==> config.mk <==
export PLATFORM = sky130hd
export DESIGN_NAME = rr_grant_scheduler
export DESIGN_NICKNAME = d
export VERILOG_FILES = /design/src/rtl/rr_grant_scheduler.sv
export SDC_FILE = /design/constraint.sdc
export NUM_CORES = 1
export LEC_CHECK = 0
export CORE_MARGIN = 2
export CORE_UTILIZATION = 40
export CTS_BUF_LIST = sky130_fd_sc_hd__clkbuf_4
export DETAILED_ROUTE_END_ITERATION = 16
export GPL_TIMING_DRIVEN = 0
export PLACE_DENSITY = 0.61
export SLEW_MARGIN = 10
export SYNTH_ARGS = -nofsm -noshare
export SYNTH_HDL_FRONTEND = slang
export SYNTH_SLANG_ARGS = --single-unit
==> constraint.sdc <==
create_clock -name clk -period 8.09 [get_ports clk]
set_input_delay 0.809 -clock clk [delete_from_list [all_inputs] [get_ports clk]]
set_output_delay 0.809 -clock clk [all_outputs]
set_load 0.03 [all_outputs]
==> src/rtl/rr_grant_scheduler.sv <==
// Round-robin scheduler for one 5-way select resource shared by 5 requesters.
// Drives a registered grant index (5 = none) and its one-hot copy; each grant is bounded by release or hold limit.
module rr_grant_scheduler #(
  parameter int unsigned N_REQ    = 5,
  parameter int unsigned IDX_W    = 3,
  parameter int unsigned MAX_HOLD = 8
) (
  input  logic             clk,
  input  logic             reset,
  input  logic [N_REQ-1:0] req,
  input  logic             release_in,
  output logic [IDX_W-1:0] grant_idx,
  output logic [N_REQ-1:0] grant_onehot,
  output logic             grant_valid,
  output logic             timeout_pulse
);

  localparam int unsigned CNT_W = (MAX_HOLD > 1) ? $clog2(MAX_HOLD) : 1;
  localparam int unsigned SUM_W = IDX_W + 1;

  localparam logic [IDX_W-1:0] IDX_NONE  = IDX_W'(N_REQ);
  localparam logic [IDX_W-1:0] LAST_RST  = IDX_W'(N_REQ - 1);
  localparam logic [CNT_W-1:0] HOLD_LAST = CNT_W'(MAX_HOLD - 1);

  typedef enum logic [0:0] {
    ST_IDLE  = 1'b0,
    ST_GRANT = 1'b1
  } state_e;

  state_e           state_q, state_d;
  logic [IDX_W-1:0] grant_idx_q, grant_idx_d;
  logic [N_REQ-1:0] grant_onehot_q, grant_onehot_d;
  logic             grant_valid_q, grant_valid_d;
  logic             timeout_pulse_q, timeout_pulse_d;
  logic [IDX_W-1:0] last_q, last_d;
  logic [CNT_W-1:0] hold_cnt_q, hold_cnt_d;

  logic [IDX_W-1:0] pick_idx_c;
  logic             pick_found_c;
  logic             owner_req_c;
  logic             hit_limit_c;
  logic             end_grant_c;

  // Scan last+1, last+2, ... last+N_REQ (mod N_REQ); the final slot lets a sole requester re-win.
  always_comb begin
    logic [SUM_W-1:0] cand;
    pick_idx_c   = IDX_NONE;
    pick_found_c = 1'b0;
    for (int off = 1; off <= int'(N_REQ); off++) begin
      cand = SUM_W'(last_q) + SUM_W'(off);
      if (cand >= SUM_W'(N_REQ)) begin
        cand = cand - SUM_W'(N_REQ);
      end
      if (!pick_found_c && req[cand[IDX_W-1:0]]) begin
        pick_found_c = 1'b1;
        pick_idx_c   = cand[IDX_W-1:0];
      end
    end
  end

  assign owner_req_c = |(req & grant_onehot_q);
  assign hit_limit_c = (hold_cnt_q == HOLD_LAST);
  assign end_grant_c = release_in || !owner_req_c || hit_limit_c;

  // Next-state and registered-output logic.
  always_comb begin
    state_d         = state_q;
    grant_idx_d     = grant_idx_q;
    grant_onehot_d  = grant_onehot_q;
    grant_valid_d   = grant_valid_q;
    timeout_pulse_d = 1'b0;
    last_d          = last_q;
    hold_cnt_d      = hold_cnt_q;

    case (state_q)
      ST_IDLE: begin
        grant_idx_d    = IDX_NONE;
        grant_onehot_d = '0;
        grant_valid_d  = 1'b0;
        hold_cnt_d     = '0;
        if (pick_found_c) begin
          state_d        = ST_GRANT;
          grant_idx_d    = pick_idx_c;
          grant_onehot_d = N_REQ'(1) << pick_idx_c;
          grant_valid_d  = 1'b1;
        end
      end

      ST_GRANT: begin
        if (end_grant_c) begin
          state_d         = ST_IDLE;
          last_d          = grant_idx_q;
          grant_idx_d     = IDX_NONE;
          grant_onehot_d  = '0;
          grant_valid_d   = 1'b0;
          hold_cnt_d      = '0;
          // Pulse only when the hold limit alone ended the grant.
          timeout_pulse_d = hit_limit_c && !release_in && owner_req_c;
        end else if (hold_cnt_q != HOLD_LAST) begin
          hold_cnt_d = hold_cnt_q + CNT_W'(1);
        end
      end

      default: begin
        state_d        = ST_IDLE;
        grant_idx_d    = IDX_NONE;
        grant_onehot_d = '0;
        grant_valid_d  = 1'b0;
        hold_cnt_d     = '0;
      end
    endcase
  end

  // State and output registers, synchronous reset.
  always_ff @(posedge clk) begin
    if (reset) begin
      state_q         <= ST_IDLE;
      grant_idx_q     <= IDX_NONE;
      grant_onehot_q  <= '0;
      grant_valid_q   <= 1'b0;
      timeout_pulse_q <= 1'b0;
      last_q          <= LAST_RST;
      hold_cnt_q      <= '0;
    end else begin
      state_q         <= state_d;
      grant_idx_q     <= grant_idx_d;
      grant_onehot_q  <= grant_onehot_d;
      grant_valid_q   <= grant_valid_d;
      timeout_pulse_q <= timeout_pulse_d;
      last_q          <= last_d;
      hold_cnt_q      <= hold_cnt_d;
    end
  end

  assign grant_idx     = grant_idx_q;
  assign grant_onehot  = grant_onehot_q;
  assign grant_valid   = grant_valid_q;
  assign timeout_pulse = timeout_pulse_q;

  // Structural invariants of the registered outputs.
  a_idx_range: assert property (@(posedge clk) disable iff (reset)
    grant_idx_q <= IDX_NONE);
  a_valid_idx: assert property (@(posedge clk) disable iff (reset)
    grant_valid_q == (grant_idx_q != IDX_NONE));
  a_onehot: assert property (@(posedge clk) disable iff (reset)
    grant_valid_q ? $onehot(grant_onehot_q) : (grant_onehot_q == '0));

endmodule
# Word level (Yosys, flattened, before mapping)
# Index checks and enable logic that the tools add are counted.
# totals
register_bits	17
input_bits	8
wordCells	92
# op_classes
add_sub_neg	11
magnitude_cmp	10
eq_ne	4
shifts	1
muxes	39
n_bitwise	3
n_reduce_logical	17
# op_table
cell	n
$mux 3	14
$ge 4x3->1 const B	5
$lt 3x4->1 const B	5
$bmux 1 s3	5
$sub 3x3->3 const B	5
$mux 1	13
$pmux 3 s2	2
$mux 5	2
$pmux 5 s2	1
$add 3x2->4 const B	2
$add 3x3->4 const B	2
$logic_and 1x1->1	6
$logic_not 1->1	6
$and 5x5->5	1
$reduce_or 5->1	1
$shl 1x3->5 const A	1
$add 3x1->4 const B	1
$pmux 1 s2	2
$add 3x1->3 const B	1
$eq 3x3->1 const B	1
$ne 3x1->1 const B	1
$ne 3x3->1 const B	1
$reduce_or 3->1	1
$logic_or 1x1->1	2
other kinds (3)	4

# Longest topological paths before layout
# depth
word_depth	21
depth_mapped	13

# Worst setup path before layout
# No wires, ideal clock.
# synth_timing
path_kind	reg2reg
startpoint	reg last_q[0]
endpoint	reg grant_onehot_q[2] (netlist: grant_onehot[2])
setup_time_ns	0.117
arrival_ns	3.046
slack_ns	4.927
stages_incl_launch_ff	13
n_path_buf	1
period_less_slack_ns	3.163
cell_sequence	dfxtp_1 buf_4 inv_2 ha_1 inv_1 fa_1 or4_1 o311ai_1 o31ai_4 or3_4 o2111ai_1 o211ai_1 a32o_1
# synth_via
elab_chain_cells	21
elab_cells_between_ends	51
cone_classes	add/sub (10); order compare (5); shift (1); mux (27); reduce/logical (8)
# synth_lines
element	line_no	rtl
start, declared	35	logic [IDX_W-1:0] last_q, last_d;
start signal, assigned	130	last_q <= last_d;
$add 3x1->4	50	cand = SUM_W'(last_q) + SUM_W'(off);
$ge 4x3->1 or $sub 3x3->3 (tied branches)	51, 52	
$mux 3	51	if (cand >= SUM_W'(N_REQ)) begin
$bmux 1 s3	54	if (!pick_found_c && req[cand[IDX_W-1:0]]) begin
$mux 1 (not written as such)	54	
$mux 1	54	
$logic_not 1->1	54	
$logic_and 1x1->1	54	
(+5 left out)	n/a	
$logic_and 1x1->1	54	
$mux 1	54	
$logic_not 1->1	54	
$logic_and 1x1->1	54	
$mux 3	54	
$shl 1x3->5	84	grant_onehot_d = N_REQ'(1) << pick_idx_c;
$mux 5 *	81	if (pick_found_c) begin
$pmux 5 s2 *	75	case (state_q)
end signal, assigned	127	grant_onehot_q <= grant_onehot_d;
end, declared	32	logic [N_REQ-1:0] grant_onehot_q, grant_onehot_d;
# Mark *: on every way between the ends. The rest lies on a longest branch, timed or not. The select of a mux whose other input is x is not followed.
# A chain may end at the register's enable or synchronous reset.

# Worst setup path in the final report
# layout_timing
startpoint	reg last_q[1]
endpoint	reg grant_onehot_q[3] (netlist: grant_onehot[3])
# Same word-level chain as after synthesis.

==> run summary <==
Status - finished clean
Synth warn - 0
Post-Route WL - 5.04 mm
Sequential Area - 340 µm²
Routability Congestion - 0.909
Hold-fix buffers, CTS - 0
Hold wc startpoint - hold_cnt_q[0]$_SDFFE_PP0P_
PostCTS Resize Cnt - 0
Post-DP HPWL - 3.82 mm
Antenna violations before repair - 0
Fin. max-slew vios - 0
Vias per std cell - 6.08
Vias - 1763
Largest net degree at the start of global routing - 13
Average wire per standard cell - 17.4 µm
Clk Tree Root Cell - clkbuf_4
Area of the multi-input gates - 1410 µm²
Max VDD drop - 0.223 mV
# diodes - 0
Dpl cells - 286
Clk_skew - 7.74 ps
Sequential area share after synthesis - 18.5%
Leak - 0.757 nW
FILL cells - 472
TNS Setup - 0 ps
# rows - 24
Clock latency on the worst-skew pair - 280 ps
Reg2reg end - grant_onehot[3]$_SDFFE_PP0P_
GRT overflow - 0
Number of synthesized flops with an enable pin - 0
Non-filler instance count after layout - 290
Total CTS buffers - 3
Most common flop cell mapped by yosys - dfxtp_1
Crit-path max FO - 9
Min-Delay Endpoint - hold_cnt_q[0]$_SDFFE_PP0P_
Reg2Reg Depth - 12
Port buffer count - 13
First-pass GRT wire length - 8.11 mm
Max cap viols - 0
Area grow syn2layout - 12.1%
Hold path cells - 1
Synth Register Bits - 17
Period minus WS final - 3670 ps
DRT antenna net count - 0
DRC Markers - 0
RSZ-0062 raised after global routing - no
Library cells used by synthesis - 69
Final Hold Fails - 0
Initial Util - 42.0%
Vias in the first global route - 1636
CP required - 8280 ps
Worst-Margin Slew - 942 ps
TritonCTS Sinks - 17
Mapped Area - 1840 µm²
First-pass iteration count of the detailed router - 4
Worst-path clk slew - 100 ps
R2r startpoint - last_q[1]$_SDFFE_PP0P_
CP startpoint kind - flip-flop
Syn Inst Count - 221
Maximum clock frequency - 272 MHz
Die area - 5170 µm²
GRT Util Overall - 20.1%
# H-tree levels - 1
DR iter-0 viols - 102
Relative slew slack - 37.0%
Syn Nets - 242
# IOs - 18
Die Span Y - 71.9 µm
CTS Buffer Depth - 2
Syn Area/Cell - 8.34 µm²
R2r setup slk - 4420 ps
Crit path DAT - 3860 ps
Pwr per Cell Area - 442 nW/µm²
Die W - 71.9 µm
CTS tree - built
Endpoints failing setup - 0
Setup Buffers After CTS - 0
Share of cells above drive strength 1 - 13.9%
HP Class - reg -> reg
Critical Setup Path Class - reg -> reg
Final worst path period share - 45.4%
Critical path endpoint category - flip-flop
Async set-reset flop share out of synthesis - 0%
Nets - 260
Core footprint - 4380 µm²
==> metrics by stage <==
stage | hold slack (ps) | setup WS, ps | utilization (%) | cell area (µm²) | total power, W
4_1_cts | 442 | 4420 | 47.1 | 2070 | 0.000910
2_1_floorplan | 398 | 4930 | - | 1840 | 0.000703
3_5_place_dp | 428 | 4420 | 46.5 | 2040 | 0.000865
3_3_place_gp | 429 | 4450 | 46.5 | 2040 | 0.000864
5_1_grt | 460 | 4170 | 47.1 | 2070 | 0.000982
6_report | 434 | 4420 | 47.1 | 2070 | 0.000913
==> kinds of logic after synthesis <==
kind of cell    Yosys count  synth area share (%)
compound gates           62                  27.6
xor+xnor                  4                  1.90
fa+ha+maj                13                  9.23
buf+inv                  20                  5.23
flops                    17                  18.5
mux                      16                  9.84
simple gates             89                  27.7
==> flip-flops by register name, indices dropped and copies added, names as in the netlist <==
signal,flops
grant_idx,3
grant_onehot,5
grant_valid,1
hold_cnt_q,3
last_q,3
state_q,1
timeout_pulse,1
==> critical path, cell delays in order, from the launching register on <==
cell,delay (ps)
dfxtp_1,480
buf_2,280
inv_1,180
ha_1,310
buf_2,180
nor2b_1,370
a41oi_2,130
a211oi_2,340
a21oi_1,140
nor4_1,490
a211o_1,310
nor2b_1,110
a32o_1,260
==> layout make-up <==
cell class,count,share of cell area (%)
inverters,6,1.09
plain buffers,14,3.57
clock inverters,1,0.242
clock buffers,3,1.09
repair buffers,13,6.30
flip-flops and latches,17,16.5
well taps,52,3.15
multi-input cells,184,68.1
==> cell usage in the layout (no fill, tap or decap), types with 7 or more instances in the layout <==
cell / n
nand2_1: 19
dfxtp_1: 17
nor2_1: 16
clkdlybuf4s50_1: 13
ha_1: 12
nand2b_1: 10
a21oi_1: 9
mux2i_1: 8
nand3_1: 8
mux2_2: 7
==> how the worst max path moves through the flow <==
stage                                       from                           end  slack (ps)  depth (start not counted)
after floorplan           last_q[0]$_SDFFE_PP0P_  grant_onehot[2]$_SDFFE_PP0P_        4930                         12
after global placement    last_q[1]$_SDFFE_PP0P_  grant_onehot[2]$_SDFFE_PP0P_        4450                         13
after detailed placement  last_q[1]$_SDFFE_PP0P_  grant_onehot[2]$_SDFFE_PP0P_        4420                         12
after CTS                 last_q[1]$_SDFFE_PP0P_  grant_onehot[2]$_SDFFE_PP0P_        4420                         13
after global routing      last_q[1]$_SDFFE_PP0P_  grant_onehot[2]$_SDFFE_PP0P_        4170                         12
final                     last_q[1]$_SDFFE_PP0P_  grant_onehot[3]$_SDFFE_PP0P_        4420                         12
==> routing by layer <==
metal	vias up	GRT usage, %	routed length [µm]	part of all wire [%]
li1	862	-	-	-
met1	860	27.9	2410	48
met2	37	33.4	2420	48
met3	4	1.55	171	3.4
met4	0	5.45	42	0.83
met5	-	0	0	0
==> where the power goes <==
part	internal [W]	leakage [nW]	switching [W]	total, W
clock	0.0000183	0.0177	0.0000253	0.0000437
combinational	0.000314	0.600	0.000423	0.000737
sequential	0.000109	0.139	0.0000240	0.000133
total	0.000441	0.757	0.000472	0.000913
==> cells in the mapped netlist (2+ instances only) <==
master | n | share of area, %
a211o_1 | 3 | 1.4
a211oi_1 | 2 | 0.81
a21o_1 | 2 | 0.81
a21oi_1 | 9 | 2.4
a311o_1 | 2 | 1.1
a31oi_1 | 2 | 0.68
a32o_1 | 2 | 1.1
and2_1 | 6 | 2.0
and4_1 | 3 | 1.4
buf_2 | 5 | 1.4
buf_4 | 2 | 0.81
clkbuf_1 | 6 | 1.2
dfxtp_1 | 17 | 18
ha_1 | 12 | 8.1
inv_1 | 5 | 1.0
mux2_2 | 7 | 4.3
mux2i_1 | 8 | 4.3
nand2_1 | 19 | 3.9
nand2b_1 | 10 | 3.4
nand3_1 | 8 | 2.2
nand3b_1 | 5 | 2.0
nor2_1 | 16 | 3.3
nor2b_1 | 6 | 2.0
o2111ai_1 | 4 | 1.9
o211ai_1 | 3 | 1.2
o21a_1 | 2 | 0.81
o21ai_0 | 6 | 1.6
o22a_1 | 2 | 0.95
o22ai_1 | 2 | 0.68
o31ai_1 | 2 | 0.81
or4_1 | 2 | 0.81
xnor2_1 | 4 | 1.9
Note: power is estimated with default switching activity, not from simulation.
